===== src/rtl/fsm_experiment.sv =====
// Experiment sequencer: start -> fast-gate delay -> detonation pulse -> debounced
// wire break -> phase-aligned detector trigger -> holdoff until the detector is ready.
module fsm_experiment #(
    parameter int unsigned FG_DELAY     = 400000,
    parameter int unsigned DET_PULSE    = 2000,
    parameter int unsigned DEBOUNCE     = 200,
    parameter int unsigned WIRE_TIMEOUT = 200000,
    parameter int unsigned TRIG_PULSE   = 200,
    parameter int unsigned HOLDOFF      = 1000
) (
    input  logic        clock,
    input  logic        reset,
    input  logic        start_signal,
    input  logic        fg_signal,
    input  logic        phase_signal,
    input  logic        wire_signal,
    input  logic        detector_ready,
    output logic        detonation_signal,
    output logic        output_trigger,
    output logic [2:0]  scenario_state,
    output logic [31:0] counter_out
);

    typedef enum logic [2:0] {
        S_IDLE       = 3'd0,
        S_ARMED      = 3'd1,
        S_WAIT_DELAY = 3'd2,
        S_DETONATE   = 3'd3,
        S_WAIT_WIRE  = 3'd4,
        S_WAIT_PHASE = 3'd5,
        S_TRIGGER    = 3'd6,
        S_DONE       = 3'd7
    } state_t;

    localparam logic [31:0] L_FG_LAST   = 32'(FG_DELAY - 1);
    localparam logic [31:0] L_DET_LAST  = 32'(DET_PULSE - 1);
    localparam logic [31:0] L_DEB_LAST  = 32'(DEBOUNCE - 1);
    localparam logic [31:0] L_WIRE_LAST = 32'(WIRE_TIMEOUT - 1);
    localparam logic [31:0] L_TRIG_LAST = 32'(TRIG_PULSE - 1);
    localparam logic [31:0] L_HOLD_LAST = 32'(HOLDOFF - 1);

    state_t      r_state;
    state_t      w_next;
    logic [4:0]  r_sync1;
    logic [4:0]  r_sync2;
    logic [2:0]  r_prev;
    logic [31:0] r_count;
    logic [31:0] r_deb;
    logic        r_det;
    logic        r_trig;

    logic [4:0]  w_async;
    logic [2:0]  w_rise;
    logic        w_wire;
    logic        w_ready;

    // bit order: start, fg, phase, wire, ready
    assign w_async = {detector_ready, wire_signal, phase_signal, fg_signal, start_signal};
    assign w_rise  = r_sync2[2:0] & ~r_prev;
    assign w_wire  = r_sync2[3];
    assign w_ready = r_sync2[4];

    always_ff @(posedge clock) begin
        if (reset) begin
            r_sync1 <= '0;
            r_sync2 <= '0;
            r_prev  <= '0;
        end else begin
            r_sync1 <= w_async;
            r_sync2 <= r_sync1;
            r_prev  <= r_sync2[2:0];
        end
    end

    always_comb begin
        w_next = r_state;
        case (r_state)
            S_IDLE:       if (w_rise[0] && w_ready) w_next = S_ARMED;
            S_ARMED:      if (w_rise[1]) w_next = S_WAIT_DELAY;
            S_WAIT_DELAY: if (r_count == L_FG_LAST) w_next = S_DETONATE;
            S_DETONATE:   if (r_count == L_DET_LAST) w_next = S_WAIT_WIRE;
            S_WAIT_WIRE: begin
                // debounce success takes priority over a coincident timeout
                if (w_wire && (r_deb == L_DEB_LAST)) w_next = S_WAIT_PHASE;
                else if (r_count == L_WIRE_LAST)     w_next = S_IDLE;
            end
            S_WAIT_PHASE: if (w_rise[2]) w_next = S_TRIGGER;
            S_TRIGGER:    if (r_count == L_TRIG_LAST) w_next = S_DONE;
            S_DONE:       if ((r_count >= L_HOLD_LAST) && w_ready) w_next = S_IDLE;
            default:      w_next = S_IDLE;
        endcase
    end

    always_ff @(posedge clock) begin
        if (reset) begin
            r_state <= S_IDLE;
            r_count <= '0;
            r_deb   <= '0;
            r_det   <= 1'b0;
            r_trig  <= 1'b0;
        end else begin
            r_state <= w_next;
            if (w_next != r_state)  r_count <= '0;
            else if (r_count != '1) r_count <= r_count + 32'd1;
            if ((r_state == S_WAIT_WIRE) && w_wire) r_deb <= r_deb + 32'd1;
            else                                    r_deb <= '0;
            r_det  <= (w_next == S_DETONATE);
            r_trig <= (w_next == S_TRIGGER);
        end
    end

    assign detonation_signal = r_det;
    assign output_trigger    = r_trig;
    assign scenario_state    = r_state;
    assign counter_out       = r_count;

endmodule


===== config.mk =====
export PLATFORM = sky130hd
export DESIGN_NAME = fsm_experiment
export DESIGN_NICKNAME = d
export VERILOG_FILES = /design/src/rtl/fsm_experiment.sv
export SDC_FILE = /design/constraint.sdc
export NUM_CORES = 1
export LEC_CHECK = 0
export CAP_MARGIN = 20
export CORE_MARGIN = 3
export CORE_UTILIZATION = 55
export CTS_CLUSTER_SIZE = 25
export DETAILED_ROUTE_END_ITERATION = 8
export HOLD_SLACK_MARGIN = 0.05
export PLACE_DENSITY = 0.79
export SKIP_CTS_REPAIR_TIMING = 1
export SLEW_MARGIN = 20
export SYNTH_ARGS = -nofsm -noshare
export SYNTH_HDL_FRONTEND = slang
export SYNTH_SLANG_ARGS = --single-unit

===== constraint.sdc =====
create_clock -name clock -period 3.6 [get_ports clock]
set_clock_uncertainty 0.15 [all_clocks]
set_input_delay 1.08 -clock clock [delete_from_list [all_inputs] [get_ports clock]]
set_output_delay 1.08 -clock clock [all_outputs]
set_load 0.005 [all_outputs]

==> results by group, run 1 <==
Run status
  – Status: complete, no violations

Run
  – Max_cap viols: 0

Timing
  – Worst slew margin: 62.7%
  – Fmax: 347 MHz
  – Post-layout min period: 2.88 ns
  – Final Cycle Share: 80.1%
  – Slew @ Worst Pin: 0.558 ns
  – Final worst slack: 0.717 ns
  – TNS Setup: 0 ns
  – Final setup fails: 0
  – Max Transition Viols Final: 0
  – Final hold vios: 0
  – RSZ-0062 raised after global routing: false

Global routing
  – Largest net degree at the start of global routing: 33
  – First-pass GRT wire length: 13,700 um
  – Gr usage total: 21.7%
  – Initial antenna violation count: 0
  – Grt total ovfl: 0
  – Vias in the first global route: 3,090

Placed design
  – Hpwl dp: 5500 um
  – DP Worst Slack: 0.701 ns
  – Placed cells: 540
  – GP Congestion: 0.853
  – Area after DPL: 4280 um^2
  – Port Buffers: 43

Logic synthesis
  – Sequential share of the synthesized area: 43.1%
  – Syn_nets: 439
  – Synth area leader: dfxtp_1
  – Cells after Synth: 430
  – FFs w/ async S/R, synth: 0%
  – Synth area leaders: dfxtp_1 (43%), xor2_1 (9.2%), nor2_1 (5.6%)
  – Yosys warns: 0
  – Post-Syn Area per Cell: 8.86 um^2
  – Unique masters post-synth: 50
  – Synth Flop Type: dfxtp_1
  – FF+latch count, synth: 82
  – Number of enable flip-flop cells after synthesis: 0
  – Synth top area share: 43.1%
  – Cell Area, Synth: 3810 um^2

Final layout
  – Ant diodes: 0
  – Final non-filler cell total: 556
  – Final instance area: 4560 um^2
  – Share of cells above drive strength 1: 11.3%
  – Fin nets: 483
  – Area Growth Syn to Fin: 19.6%

Die
  – Die height: 89.2 um
  – Initial core utilization: 58.4%
  – Total die area: 7960 um^2
  – Placement Rows: 29
  – IO Pins: 44
  – Die width: 89.2 um
  – Core area: 6530 um^2

Setup path
  – Critical path fanouts, max: 32
  – Req. time, crit path: 3.68 ns
  – CP peak stage delay: 0.43 ns
  – Worst Path Arrival: 2.96 ns
  – Critical setup path kind: flip-flop to flip-flop
  – Reg-to-reg critical path startpoint: counter_out[0]$_SDFFE_PP0P_
  – Flop2flop setup slack: 0.72 ns
  – Critical path depth in cells: 9
  – Crit start category: flip-flop
  – R2R depth: 9
  – CP Cell Sequence: ha_1, and3_1, nand3_1, or3_1, o21a_1, and3_2, o221ai_4, buf_4, nor2_1
  – Critical path launch point: counter_out[0]$_SDFFE_PP0P_
  – Crit path to: counter_out[12]$_SDFFE_PP0P_
  – R2r endpoint: counter_out[12]$_SDFFE_PP0P_
  – Family with the most delay on the worst path: simple AND/OR/NAND/NOR gates
  – Crit. End Element: flip-flop
  – Buf/Inv on CP: 1
  – Slowest CP cell: or3_1

CTS
  – CTS Sinks: 82
  – Clock Latency Late Sink: 0.35 ns
  – Clock Tree Root: clkbuf_8
  – Worst-path clk slew: 0.08 ns
  – Clock buffer depth: 2
  – CTS tree: yes
  – H-tree depth: 3
  – Cts bufs inserted: 9

Power and ir drop
  – Final Power: 1.85 mW
  – Peak VDD IR: 0.361 mV
  – Pleak: 1.58 nW
  – PD cells: 407 nW/um^2

Routing
  – 1st-pass router iterations: 4
  – Total Wirelength: 7830 um
  – WL/cell: 14.1 um
  – Antenna viol nets, final: 0
  – Via count: 3,191
  – DRT iter0 DRCs: 135
  – Via-to-Cell Ratio: 5.74
  – Drc violations: 0

Worst hold path
  – Hold Crit Class: flip-flop to flip-flop
-- state kept, by name, indices dropped and copies added (netlist names) --
| signal | flops |
|---|---|
| detonation_signal | 1 |
| r_sync2 | 5 |
| counter_out | 32 |
| r_deb | 32 |
| output_trigger | 1 |
| r_prev | 3 |
| r_sync1 | 5 |
| scenario_state | 3 |
-- cell usage in the layout, fill, tap and decap left out, types with 3 or more instances in the layout --
cell type        instances
and3_1                  14
xor2_1                  40
and4_1                   7
nand2_1                 27
inv_1                    7
clkbuf_8                10
nor3_1                  12
nor2_1                  57
nand4b_1                 3
xnor2_1                 18
o21ai_0                  5
nor2b_1                 14
nor2_2                  20
dfxtp_1                 82
and2_1                   4
buf_4                    5
nand3_1                 36
nand4_1                 15
bufinv_16                4
a31oi_1                  4
a21oi_1                  5
clkdlybuf4s50_1         43
nor4_1                   9
nor3b_1                  4
-- cells by family after synthesis --
logic type	share of synthesized area (%)
XOR/XNOR	13.3
adder cells (fa/ha/maj)	0.656
buffers and inverters	3.12
AO/OA/AOI/OAI	5.06
multiplexers	0.263
AND/OR/NAND/NOR	34.5
flip-flops	43.1
-- stage by stage --
stage          utilization, %  hold slack [ns]
2_1_floorplan               -            0.263
3_3_place_gp             65.6            0.266
3_5_place_dp             65.6            0.273
4_1_cts                  69.8            0.294
5_1_grt                  69.8            0.317
6_report                 69.8            0.292
-- how the worst min path moves through the flow --
stage,end,slack [ns],depth (start not counted),start
floorplan,r_deb[0]$_SDFF_PP0_,0.26,1,r_deb[0]$_SDFF_PP0_
global placement,r_sync2[2]$_SDFF_PP0_,0.27,1,r_sync1[2]$_SDFF_PP0_
detailed placement,r_sync2[0]$_SDFF_PP0_,0.27,1,r_sync1[0]$_SDFF_PP0_
CTS,r_sync2[0]$_SDFF_PP0_,0.29,1,r_sync1[0]$_SDFF_PP0_
global route,r_sync2[1]$_SDFF_PP0_,0.32,1,r_sync1[1]$_SDFF_PP0_
finish,r_sync2[0]$_SDFF_PP0_,0.29,1,r_sync1[0]$_SDFF_PP0_
-- report_power, final --
part / leakage [nW] / switching, mW / total, mW / internal, mW
combinational: 0.780 / 0.0234 / 0.0467 / 0.0233
clock: 0.137 / 0.332 / 0.885 / 0.552
sequential: 0.663 / 0.00673 / 0.923 / 0.916
total: 1.58 / 0.363 / 1.85 / 1.49
-- metal layers --
layer / track usage (%) / wire length, um
met5: 0 / 0
met1: 26.1 / 3410
met3: 6.18 / 370
met2: 37.0 / 3920
met4: 7.58 / 131
-- synthesized netlist by cell type, types with 4 or more instances --
cell,instances
dfxtp_1,82
nor2_1,57
xor2_1,40
nand3_1,36
nand2_1,27
nor2_2,20
xnor2_1,18
nand4_1,15
and3_1,14
nor2b_1,14
nor3_1,12
nor4_1,9
and4_1,7
clkbuf_1,7
inv_1,7
a21oi_1,5
o21ai_0,5
a31oi_1,4
and2_1,4
buf_2,4
nor3b_1,4
-- cell type report --
type	instances	area, um^2
fill	516	1970
sequential	82	1640
tap	77	96.3
timing repair buffer	48	468
multi-input combinational	326	2050
clock inverter	6	138
inverter	7	26.3
clock buffer	10	138
No activity file was read; power rests on OpenSTA's default activity.
==> run 2: changes to the inputs <==
--- a/config.mk
+++ b/config.mk
@@ -7,11 +7,11 @@
 export LEC_CHECK = 0
 export CAP_MARGIN = 20
 export CORE_MARGIN = 3
-export CORE_UTILIZATION = 55
+export CORE_UTILIZATION = 50
 export CTS_CLUSTER_SIZE = 25
 export DETAILED_ROUTE_END_ITERATION = 8
 export HOLD_SLACK_MARGIN = 0.05
-export PLACE_DENSITY = 0.79
+export PLACE_DENSITY = 0.75
 export SKIP_CTS_REPAIR_TIMING = 1
 export SLEW_MARGIN = 20
 export SYNTH_ARGS = -nofsm -noshare
==> constraint.sdc (replaced) <==
create_clock -name clock -period 2.5 [get_ports clock]
set_clock_uncertainty 0.15 [all_clocks]
set_input_delay 0.75 -clock clock [delete_from_list [all_inputs] [get_ports clock]]
set_output_delay 0.75 -clock clock [all_outputs]
set_load 0.005 [all_outputs]
==> results by group, run 2 (synthesis results as in run 1) <==
Run status
  – Status: finished with violations
  – Failing checks: setup timing

Global routing
  – First-pass GRT wire length: 14,200 um
  – Largest net degree at the start of global routing: 33
  – Initial antenna violation count: 0
  – Gr usage total: 20.3%
  – Vias in the first global route: 3,121
  – Grt total ovfl: 0

Placed design
  – Port Buffers: 43
  – Hpwl dp: 6120 um
  – GP Congestion: 0.940
  – Placed cells: 612

Routing
  – Metal-1 WL: 3900 um
  – Antenna viol nets, final: 0
  – Via-to-Cell Ratio: 5.33
  – Top Metal Used: met4
  – 1st-pass router iterations: 4
  – Drc violations: 0
  – DR WL met3: 412 um
  – Total Wirelength: 9050 um
  – DRT iter0 DRCs: 128
  – WL/cell: 14.3 um
  – Via count: 3,379
  – Routed wl met2: 4600 um

Final layout
  – Final core occ: 70.6%
  – Area Growth Syn to Fin: 35.9%
  – Commonest non-fill, non-tap cell in the layout: dfxtp_1
  – Multi-input gate area: 2230 um^2
  – FF/Latch Area: 1650 um^2
  – Share of cells above drive strength 1: 24.5%
  – Final non-filler cell total: 634
  – Fillers: 537
  – Fin nets: 539
  – Most frequent cells in the layout: dfxtp_1 (79), buf_4 (53), nor2_1 (49)
  – Ant diodes: 0

Die
  – Placement Rows: 31
  – Die width: 93.3 um
  – Die height: 93.3 um
  – Total die area: 8710 um^2
  – Core area: 7330 um^2
  – IO Pins: 44
  – Initial core utilization: 52.0%

Power and ir drop
  – Flop pwr share: 57.2%
  – Clk pwr share: 37.8%
  – Combinational power share: 5.0%
  – Pleak: 1.88 nW
  – PD cells: 448 nW/um^2
  – Net Sw Frac: 23.5%
  – Peak VDD IR: 0.425 mV
  – Psw: 545 uW
  – Cell-internal power: 1.78 mW

Timing
  – Max Transition Viols Final: 0
  – Final setup fails: 32
  – Final Cycle Share: 105%
  – Fmax: 380 MHz
  – RSZ-0062 raised after global routing: true
  – Hold slack final: 0.292 ns
  – Post-layout min period: 2.63 ns
  – Final worst slack: -0.135 ns
  – Slew @ Worst Pin: 0.675 ns
  – Worst slew margin: 54.6%
  – Final hold vios: 0

CTS
  – CTS tree: yes
  – Clock buffer depth: 2
  – Clock Tree Root: clkbuf_8
  – H-tree depth: 3
  – CTS Sinks: 82
  – Clock Latency Late Sink: 0.35 ns
  – Worst-path clk slew: 0.09 ns
  – Cts bufs inserted: 9

Setup path
  – Req. time, crit path: 2.60 ns
  – Crit. End Element: flip-flop
  – CP Cell Sequence: ha_4, a211o_1, a311o_1, o32ai_4, a21oi_4, and3_4, o221ai_4, buf_12, buf_8, nor2_1
  – Crit start category: flip-flop
  – CP peak stage delay: 0.46 ns
  – Flop2flop setup slack: -0.13 ns
  – R2R depth: 10
  – Critical setup path kind: flip-flop to flip-flop
  – R2r endpoint: counter_out[10]$_SDFFE_PP0P_
  – Reg-to-reg critical path startpoint: counter_out[0]$_SDFFE_PP0P_
  – Slowest CP cell: o32ai_4
  – Worst Path Arrival: 2.74 ns
  – Critical path fanouts, max: 8

Run
  – Max_cap viols: 0

Worst hold path
  – Hold Path Sink: r_sync2[4]$_SDFF_PP0_
  – Hold Crit Class: flip-flop to flip-flop
  – Hold path depth: 1
  – Min-delay src: r_sync1[4]$_SDFF_PP0_
[run 2: changes by cell type in the layout (fill, tap and decap cells not counted), sizes merged]
| cell | change |
|---|---|
| inv | +1 |
| clkinvlp | +2 |
| clkbuf | +3 |
| bufinv | -4 |
| buf | +54 |
[run 2: layout make-up]
cell class | instances | share of cell area (%)
clock inverter | 5 | 0.725
multi-input combinational | 326 | 43.0
clock buffer | 11 | 2.73
timing repair buffer | 104 | 18.8
sequential | 82 | 31.8
tap | 99 | 2.39
inverter | 7 | 0.507
[run 2: worst max-delay path by stage]
stage / start / end / slack (ns) / depth (start not counted)
after global routing: counter_out[1]$_SDFFE_PP0P_ / counter_out[10]$_SDFFE_PP0P_ / -0.21 / 10
after CTS: counter_out[0]$_SDFFE_PP0P_ / counter_out[15]$_SDFFE_PP0P_ / -0.1 / 9
after floorplan: counter_out[0]$_SDFFE_PP0P_ / counter_out[18]$_SDFFE_PP0P_ / 0.02 / 9
after detailed placement: counter_out[0]$_SDFFE_PP0P_ / counter_out[15]$_SDFFE_PP0P_ / -0.07 / 9
after global placement: counter_out[0]$_SDFFE_PP0P_ / detonation_signal$_SDFF_PP0_ / -0.05 / 9
final: counter_out[0]$_SDFFE_PP0P_ / counter_out[10]$_SDFFE_PP0P_ / -0.13 / 10
[run 2: layer usage]
layer	GRT usage (%)	vias up
li1	-	1693
met1	25.3	1591
met2	34.4	80
met3	4.83	15
met4	6.35	0
met5	0	-
[run 2: per-stage QoR]
step	TNS, ns	setup slack [ns]	area (um^2)	power (mW)
4_1_cts	-2.35	-0.0976	4890	2.31
3_5_place_dp	-1.52	-0.0739	4710	1.44
2_1_floorplan	0	0.0177	3810	1.40
3_3_place_gp	-0.515	-0.0450	4710	1.44
5_1_grt	-6.20	-0.213	5180	2.42
6_report	-3.90	-0.135	5180	2.32
[run 2: power groups by stage]
stage / Clock (mW) / Combinational, mW / Sequential [mW]
after floorplan: 0 / 0.0451 / 1.36
after global placement: 0 / 0.0811 / 1.36
after detailed placement: 0 / 0.0826 / 1.36
after CTS: 0.904 / 0.0828 / 1.33
after global routing: 0.961 / 0.125 / 1.33
final: 0.878 / 0.116 / 1.33
[run 2: worst max-delay path: cells and delay by family (launching register included)]
kind | cells | cell delay, ns
AOI/OAI and AO/OA | 5 | 1.28
DFF | 1 | 0.34
buffers and inverters | 2 | 0.30
and+or+nand+nor | 2 | 0.28
adders and majority gates | 1 | 0.17
